### config.mk
export PLATFORM = sky130hd
export DESIGN_NAME = traffic_countdown_display_flat
export DESIGN_NICKNAME = d
export VERILOG_FILES = /design/src/rtl/traffic_countdown_display_pkg.sv /design/src/rtl/traffic_countdown_display_if.sv /design/src/rtl/traffic_countdown_display_seg7_decode.sv /design/src/rtl/traffic_countdown_display.sv /design/src/flat_wrapper.sv
export SDC_FILE = /design/constraint.sdc
export NUM_CORES = 1
export LEC_CHECK = 0
export ABC_AREA = 1
export CAP_MARGIN = 20
export CORE_ASPECT_RATIO = 0.5
export CORE_MARGIN = 2
export CORE_UTILIZATION = 45
export CTS_CLUSTER_DIAMETER = 100
export DETAILED_ROUTE_END_ITERATION = 6
export HOLD_SLACK_MARGIN = 0.05
export SETUP_SLACK_MARGIN = 0.3
export SYNTH_ARGS = -nofsm -noshare
export SYNTH_HDL_FRONTEND = slang
export SYNTH_SLANG_ARGS = --single-unit
### constraint.sdc
create_clock -name clk -period 9.3 [get_ports clk]
set_clock_uncertainty 0.2 [all_clocks]
set_input_delay 0.93 -clock clk [delete_from_list [all_inputs] [get_ports clk]]
set_output_delay 0.93 -clock clk [all_outputs]
set_load 0.1 [all_outputs]
### src/rtl/traffic_countdown_display_pkg.sv
// Shared phase encodings, legal lamp patterns and display constants for the
// traffic countdown display.
package traffic_pkg;

  typedef enum logic [1:0] {
    X1D2 = 2'b00,
    V1D2 = 2'b01,
    D1X2 = 2'b10,
    D1V2 = 2'b11
  } phase_t;

  localparam logic [5:0] LED_X1D2 = 6'b001_100;
  localparam logic [5:0] LED_V1D2 = 6'b010_100;
  localparam logic [5:0] LED_D1X2 = 6'b100_001;
  localparam logic [5:0] LED_D1V2 = 6'b100_010;

  localparam logic [6:0] SEG_BLANK = 7'h7F;
  localparam logic [6:0] MAX_SHOWN = 7'd99;

  typedef struct packed {
    logic   legal;
    phase_t phase;
  } led_dec_t;

  function automatic led_dec_t led_decode(input logic [5:0] led);
    led_dec_t d;
    d.legal = 1'b1;
    d.phase = X1D2;
    case (led)
      LED_X1D2: d.phase = X1D2;
      LED_V1D2: d.phase = V1D2;
      LED_D1X2: d.phase = D1X2;
      LED_D1V2: d.phase = D1V2;
      default:  d.legal = 1'b0;
    endcase
    return d;
  endfunction

  function automatic logic [6:0] clamp99(input logic [7:0] v);
    return (v > 8'd99) ? MAX_SHOWN : v[6:0];
  endfunction

endpackage

### src/rtl/traffic_countdown_display_if.sv
// Lamp/tick input from the light controller and the display pin bundle.
interface traffic_countdown_display_if;
  logic       tick;
  logic [5:0] led;
  logic [3:0] an;
  logic [6:0] seg;
  logic       err;

  modport master (
    output tick,
    output led,
    input  an,
    input  seg,
    input  err
  );

  modport slave (
    input  tick,
    input  led,
    output an,
    output seg,
    output err
  );
endinterface

### src/rtl/traffic_countdown_display_seg7_decode.sv
// BCD digit to active-low {g,f,e,d,c,b,a} segments; non-decimal codes and
// the blank request both turn every segment off.
module seg7_decode
  import traffic_pkg::*;
(
  input  logic [3:0] bcd,
  input  logic       blank,
  output logic [6:0] seg
);

  always_comb begin
    seg = SEG_BLANK;
    if (!blank) begin
      case (bcd)
        4'd0:    seg = 7'h40;
        4'd1:    seg = 7'h79;
        4'd2:    seg = 7'h24;
        4'd3:    seg = 7'h30;
        4'd4:    seg = 7'h19;
        4'd5:    seg = 7'h12;
        4'd6:    seg = 7'h02;
        4'd7:    seg = 7'h78;
        4'd8:    seg = 7'h00;
        4'd9:    seg = 7'h10;
        default: seg = SEG_BLANK;
      endcase
    end
  end

endmodule

### src/rtl/traffic_countdown_display.sv
// Tracks seconds remaining per road from the lamp vector and 1 Hz tick and
// drives a 4-digit multiplexed 7-segment display (road 1 left, road 2 right).
//
//   phase | meaning
//   X1D2  | road 1 green,  road 2 red
//   V1D2  | road 1 yellow, road 2 red
//   D1X2  | road 1 red,    road 2 green
//   D1V2  | road 1 red,    road 2 yellow
module traffic_countdown_display
  import traffic_pkg::*;
#(
  parameter int T_G1     = 30,
  parameter int T_Y1     = 4,
  parameter int T_G2     = 20,
  parameter int T_Y2     = 4,
  parameter int SCAN_DIV = 50000
) (
  input logic                        clk,
  input logic                        rst,
  traffic_countdown_display_if.slave bus
);

  led_dec_t    dec;
  logic [5:0]  led_q;
  logic        chg;
  logic [6:0]  dur;
  logic [6:0]  rem;

  logic [16:0] scan_cnt;
  logic        scan_tc;
  logic [1:0]  idx;

  logic [6:0]  val1;
  logic [6:0]  val2;
  logic [3:0]  tens1;
  logic [3:0]  ones1;
  logic [3:0]  tens2;
  logic [3:0]  ones2;
  logic [3:0]  dig;
  logic        dig_blank;
  logic [6:0]  seg_nxt;

  logic [3:0]  an_q;
  logic [6:0]  seg_q;
  logic        err_q;

  assign dec     = led_decode(bus.led);
  assign chg     = dec.legal && (bus.led != led_q);
  assign scan_tc = (scan_cnt == 17'(SCAN_DIV - 1));

  always_comb begin
    dur = 7'(T_G1);
    case (dec.phase)
      X1D2:    dur = 7'(T_G1);
      V1D2:    dur = 7'(T_Y1);
      D1X2:    dur = 7'(T_G2);
      D1V2:    dur = 7'(T_Y2);
      default: dur = 7'(T_G1);
    endcase
  end

  // The red road waits for the other road's remaining green plus its yellow.
  always_comb begin
    val1 = clamp99({1'b0, rem});
    val2 = clamp99({1'b0, rem});
    case (dec.phase)
      X1D2:    val2 = clamp99({1'b0, rem} + 8'(T_Y1));
      D1X2:    val1 = clamp99({1'b0, rem} + 8'(T_Y2));
      default: ;
    endcase
  end

  assign tens1 = 4'(val1 / 7'd10);
  assign ones1 = 4'(val1 % 7'd10);
  assign tens2 = 4'(val2 / 7'd10);
  assign ones2 = 4'(val2 % 7'd10);

  always_comb begin
    dig       = ones2;
    dig_blank = 1'b0;
    case (idx)
      2'd0: dig = ones2;
      2'd1: begin
        dig       = tens2;
        dig_blank = (tens2 == 4'd0);
      end
      2'd2: dig = ones1;
      default: begin
        dig       = tens1;
        dig_blank = (tens1 == 4'd0);
      end
    endcase
  end

  seg7_decode u_seg7 (
    .bcd   (dig),
    .blank (dig_blank || !dec.legal),
    .seg   (seg_nxt)
  );

  always_ff @(posedge clk) begin
    if (rst) begin
      led_q <= '0;
      rem   <= '0;
      err_q <= 1'b0;
    end else begin
      led_q <= bus.led;
      err_q <= !dec.legal;
      if (chg) begin
        rem <= dur;
      end else if (bus.tick && dec.legal && (rem != 7'd0)) begin
        rem <= rem - 7'd1;
      end
    end
  end

  always_ff @(posedge clk) begin
    if (rst) begin
      scan_cnt <= '0;
      idx      <= '0;
    end else if (scan_tc) begin
      scan_cnt <= '0;
      idx      <= idx + 2'd1;
    end else begin
      scan_cnt <= scan_cnt + 17'd1;
    end
  end

  // Digit pins lag the index and value by one clock so an/seg switch together.
  always_ff @(posedge clk) begin
    if (rst) begin
      an_q  <= 4'hF;
      seg_q <= SEG_BLANK;
    end else if (dec.legal) begin
      an_q  <= ~(4'b0001 << idx);
      seg_q <= seg_nxt;
    end else begin
      an_q  <= 4'hF;
      seg_q <= SEG_BLANK;
    end
  end

  assign bus.an  = an_q;
  assign bus.seg = seg_q;
  assign bus.err = err_q;

endmodule

### src/flat_wrapper.sv
// flat-port wrapper written by rule: the top's interface ports become plain ports
module traffic_countdown_display_flat import traffic_pkg::*;
#(
  parameter int T_G1     = 30,
  parameter int T_Y1     = 4,
  parameter int T_G2     = 20,
  parameter int T_Y2     = 4,
  parameter int SCAN_DIV = 50000
)
  (clk, rst, bus_tick, bus_led, bus_an, bus_seg, bus_err);
  traffic_countdown_display_if bus_i ();
  input logic clk;
  input logic rst;
  input wire logic [$bits(bus_i.tick)-1:0] bus_tick;
  input wire logic [$bits(bus_i.led)-1:0] bus_led;
  output wire logic [$bits(bus_i.an)-1:0] bus_an;
  output wire logic [$bits(bus_i.seg)-1:0] bus_seg;
  output wire logic [$bits(bus_i.err)-1:0] bus_err;
  assign bus_i.tick = bus_tick;
  assign bus_i.led = bus_led;
  assign bus_an = bus_i.an;
  assign bus_seg = bus_i.seg;
  assign bus_err = bus_i.err;
  traffic_countdown_display #(.T_G1(T_G1), .T_Y1(T_Y1), .T_G2(T_G2), .T_Y2(T_Y2), .SCAN_DIV(SCAN_DIV)) u_core (.clk(clk), .rst(rst), .bus(bus_i));
endmodule
**Yosys cells after proc, flatten, opt, wreduce, memory -nomap -nowiden**

Memory sizes are Yosys's and may differ from the RTL's. A register that Yosys moved wholly into a read port is not among the register bits.
Cells that the tools add are included.

- Add/subtract/negate cells: 4
- Divide/modulo/power cells: 4
- $lt $le $gt $ge: 2
- Eq/ne operators: 11
- Shift operators: 1
- Mux-type cells: 11
- Bitwise logic cells: 2
- Reduce and logical (&&, ||, !) cells: 17

Operators with widths:

| cell | number |
|---|---|
| 7-bit two-way mux | 6 |
| 7-bit one-hot mux with 3 select lines | 1 |
| 17-bit by 1-bit adder with 17-bit output, second input constant | 1 |
| 17-bit by 16-bit == test with 1-bit output, second input constant | 1 |
| 7-bit by 4-bit divider with 7-bit output, second input constant | 2 |
| 7-bit by 4-bit modulo with 7-bit output, second input constant | 2 |
| 6-bit == test, second input constant | 2 |
| 4-bit one-hot mux with 3 select lines | 1 |
| 7-bit by 3-bit adder with 8-bit output, second input constant | 1 |
| 8-bit by 7-bit greater-than comparator with 1-bit output, second input constant | 1 |
| 4-bit zero test | 2 |
| 2-bit OR reduction | 4 |
| 7-bit greater-than comparator, second input constant | 1 |
| 7-bit nonzero test | 1 |
| 7-bit by 1-bit subtractor with 7-bit output, second input constant | 1 |
| 2-bit == test, second input constant | 3 |
| 6-bit by 4-bit == test with 1-bit output, second input constant | 1 |
| 6-bit by 5-bit == test with 1-bit output, second input constant | 1 |
| 6-bit != test | 1 |
| 2-bit one-hot mux with 3 select lines | 1 |
| 2-bit by 1-bit == test with 1-bit output, second input constant | 2 |
| 2-bit zero test | 2 |
| 4-bit NOT | 1 |
| 4-bit OR reduction | 1 |
| 10 further kinds | 12 |

- Register bits after elaboration: 37
- Memory bits (read-only): 112
- Output and inout port bits: 12
- Word-level logic and storage cells: 59
- Memories: 1

Memories:

| name | words | width | rd ports | clocked after memory_dff | write ports | line | source |
|---|---|---|---|---|---|---|---|
| (no name shown) | 16 | 7 | 1 | 1 | 0 | traffic_countdown_display_seg7_decode.sv:14 | `case (bcd)` |

**Longest topological paths before layout**

- Depth in word-level cells: 9
- Gate-level depth with buffers: 36

**By module**

From an unflattened synthesis, not the netlist that was laid out.

- Cells, all modules: 576
- Area total of the unflattened synthesis: 3555.9 um2

By module, submodules not included:

| module | times used | cells an instance | area each (um2) | sequential area each (um2) |
|---|---|---|---|---|
| traffic_countdown_display | 1 | 539 | 3352.0 | 880.8 |
| seg7_decode | 1 | 37 | 203.9 | 0.0 |

**Worst setup path after synthesis**

OpenSTA, ideal clock, no wires.

- Path kind: input to register
- Start: input port bus_led[1]
- End: register u_core.seg_q[3], in the netlist u_core.bus.seg[3]
- Library setup time: 0.121 ns
- Arrival: 3.925 ns
- Required time: 8.979 ns
- Setup slack: 5.054 ns
- Stages: 28
- Buffers on the path: 0
- Path through: inv_2 -> nand3_2 -> nor2_2 -> nor2_8 -> nand4_1 -> nand2_1 -> inv_2 -> nand2_1 -> nand2_1 -> inv_2 -> nand2_1 -> nand2_1 -> o21ai_2 -> nand2_2 -> xor2_2 -> ha_1 -> nand2_1 -> o21ai_0 -> nand3_1 -> a21boi_1 -> nand2_1 -> nand2_1 -> nand2_1 -> nor2_1 -> ha_1 -> nand3b_1 -> nand3_1 -> nand2_1

- Word-level cells in the longest chain between the ends: 9

Ends and longest elaborated chain:

| what | line | source |
|---|---|---|
| from (decl) | flat_wrapper.sv:15 | `input wire logic [$bits(bus_i.led)-1:0] bus_led;` |
| 6-bit == test or 6-bit by 5-bit == test with 1-bit output (tied branches) | traffic_countdown_display_pkg.sv:29 | `case (led)` |
| 2-bit one-hot mux with 3 select lines | traffic_countdown_display_pkg.sv:29 |  |
| 2-bit == test or 2-bit zero test (tied branches) | - |  |
| 7-bit two-way mux | traffic_countdown_display.sv:66 | `case (dec.phase)` |
| 7-bit by 4-bit divider with 7-bit output (on tied branches) | traffic_countdown_display.sv:73, traffic_countdown_display.sv:75 |  |
| 4-bit zero test (on tied branches) | traffic_countdown_display.sv:90, traffic_countdown_display.sv:85 |  |
| 1-bit one-hot mux with 2 select lines | traffic_countdown_display.sv:81 | `case (idx)` |
| 1-bit logical OR | traffic_countdown_display.sv:97 | `.blank (dig_blank \|\| !dec.legal),` |
| 3-bit OR reduction (no line) | - |  |
| to (decl) | traffic_countdown_display.sv:44 | `logic [6:0] seg_q;` |

Several ways; a longest one is shown, not always the timed one.
A chain may end at the register's enable or synchronous reset.

**Worst setup path after layout**

- Start: input port bus_led[2]
- End: register u_core.seg_q[3], in the netlist u_core.bus.seg[3]

The elaborated chain is that of the path after synthesis.

==> impl_metrics.toml <==
[yosys]
ys_seq_area_frac = 0.245
synth.area.top_cells = "dfxtp_1, nand2_1, inv_1, ha_1, nor2_1"
synth_most_common_cell = "nand2_1"
async_flop_share = 0
ys_ff_latch = 44
synth_largest_area_cell = "dfxtp_1"
yosys.area_share.simple = 0.434
ys_warn_count = 0
synth_nets = 603
syn_area_per_cell_um2 = 6.30
synth_top_family_by_area = "simple AND/OR/NAND/NOR gates"
synth_xor_area_frac = 0.0313
syn_area_mm2 = 0.00360
synth_top_flop_cell = "dfxtp_1"
synth_compound_area_frac = 0.102
synthAdderAreaFrac = 0.0764
synth_top_area_frac = 0.245
synth_mux_area_frac = 0
synth_edf_count = 0
synthCells = 572
ys_top_cells_by_count = "nand2_1, inv_1, nor2_1"
synthDistinctLibCells = 43

[global_route]
grt_pass1_vias = 3010
grt_overflow = 0
grt_pass1_wl_um = 13500
antenna_found_initial = 0
track_usage = 0.191
grt_max_degree = 18

[detailed_routing]
wl_per_cell_um = 11.1
drtIter0Drc = 161
drt_wl_total_um = 7760
num_vias = 3349
ant_nets = 0
dr.pass1.iters = 4
drc = 0
viasPerCell = 4.78

[timing]
fmax_mhz = 197
fin_crit_sh = 0.545
rsz0062_at_grt = "no"
period_needed_ns = 5.07
slew_viol_final = 0
max_slew_margin = 0.346
finalSetupViolCount = 0
finalHoldViolations = 0
fin_tns_setup_ns = 0
worst_pin_slew_ns = 0.978

[floorplanning]
die_area_mm2 = 0.00878
rows = 22
boundaryPins = 21
die_h_um = 67.3
initial_core_util = 0.478
design.core.area_mm2 = 0.00754
die_w_um = 131

[critical_path]
reg2reg_from = "u_core.rem[2]"
cpMaxStageDelayCell = "clkdlybuf4s50_1"
critPathArrivalTime_ns = 5.04
rrSetupSlack_ns = 4.76
crit_start = "bus_led[2]"
path_class = "input port to flop"
setup.worst_path.start_class = "input port"
required_ns = 9.27
critPathMaxFanout = 6
endpoint_kind = "flop"
path_buf_inv = 5
cp_top_family = "simple AND/OR/NAND/NOR gates"
cp_common_cell = "nand2_1"
cp_slowest_stage_delay_ns = 0.49

[cts]
cts-resized-gates = 0
clock_sinks = 44
path_clk_slew_ns = 0.06
clk_latency_ns = 0.28
clockBufferDepth = 2
post_cts_buffers = 0
htree_levels = 2
cts_buffers = 5
cts_hold_buf = 0
cts-root-buf = "clkbuf_16"
cts_tree = "done"

[final_layout]
diodes = 0
fin_nets = 623
area_delta_synth_final_pct = 13.3
drive_gt1_frac = 0.118

[placed_design]
gp_congestion = 0.843
port_buffers = 20
place.detailed.hpwl_um = 6260

[power]
power_leakage_nw = 1.90
ir_worst_vdd_v = 0.000103
power.total_mw = 0.543
cellPowerDensity_mw_per_mm2 = 133

[worst_hold_path]
hold_path.class = "flop to flop"
min_from = "u_core.scan_cnt[0]"

[flow_run]
drv_cap = 0

[status]
outcome = "completed"
==> logic make-up after synthesis <==
family | after synthesis
adder cells (fa/ha/maj) | 22
XOR/XNOR | 12
buffers and inverters | 104
AO/OA/AOI/OAI | 61
flip-flops | 44
AND/OR/NAND/NOR | 329
==> placed cells by master, fill, tap and decap left out, types with 3 or more instances in the layout <==
cell type,Yosys,routed
nand2_1,154,154
inv_1,74,74
nor2_1,63,63
dfxtp_1,44,44
nand3_1,43,43
o21ai_0,24,24
ha_1,22,22
inv_2,21,21
clkdlybuf4s50_1,0,20
a21oi_1,19,19
nand4_1,11,11
nand3_2,11,11
nor3_1,11,11
nand2_2,9,9
xor2_1,9,9
nand2_4,6,6
nor3b_1,6,6
o21ai_1,5,5
clkbuf_16,0,5
nand3b_1,4,4
nor2_4,3,3
nor4_1,3,3
==> per-stage QoR <==
step                cells  hold slack, ns   util  worst slack (ns)  instance area (µm²)
CTS                   701           0.253  0.541              4.24                 4080
detailed placement    693           0.237  0.518              3.94                 3900
global placement      693           0.235  0.518              3.95                 3900
finish                701           0.251  0.541              4.23                 4080
global route          701           0.270  0.541              3.58                 4080
floorplan             572           0.218      -              5.05                 3600
==> layout make-up <==
type                       count  area (µm²)
tap                          108         135
timing repair buffer          20         200
multi-input combinational    424        2320
clock inverter                 2        38.8
sequential                    44         881
clock buffer                   6         139
fill                         799        3460
inverter                      97         367
==> final timing paths <==
path,endpoint,cells after the start
setup reg to reg,u_core.bus.seg[3],30
setup / recovery,u_core.bus.seg[3],29
hold reg to reg,u_core.scan_cnt[0],1
hold / removal,u_core.scan_cnt[0],1
==> report_power, final <==
part           switching (mW)  internal, mW
clock network          0.0740         0.135
logic                  0.0901        0.0465
registers             0.00421         0.193
==> flip-flops by register name, summed over array words and instances (netlist names) <==
signal and cells:
u_core.idx 2, u_core.rem 7, u_core.bus.seg 7, u_core.bus.err 1
u_core.bus.an 4, u_core.scan_cnt 17, u_core.led_q 6
==> metal layers <==
metal | GRT usage | vias up | routed length [µm]
met2 | 0.312 | 45 | 3210
met4 | 0.0279 | 0 | 21
met1 | 0.268 | 1449 | 4260
li1 | - | 1853 | -
met3 | 0.0404 | 2 | 268
met5 | 0 | - | 0
No activity file was read; power rests on OpenSTA's default activity.
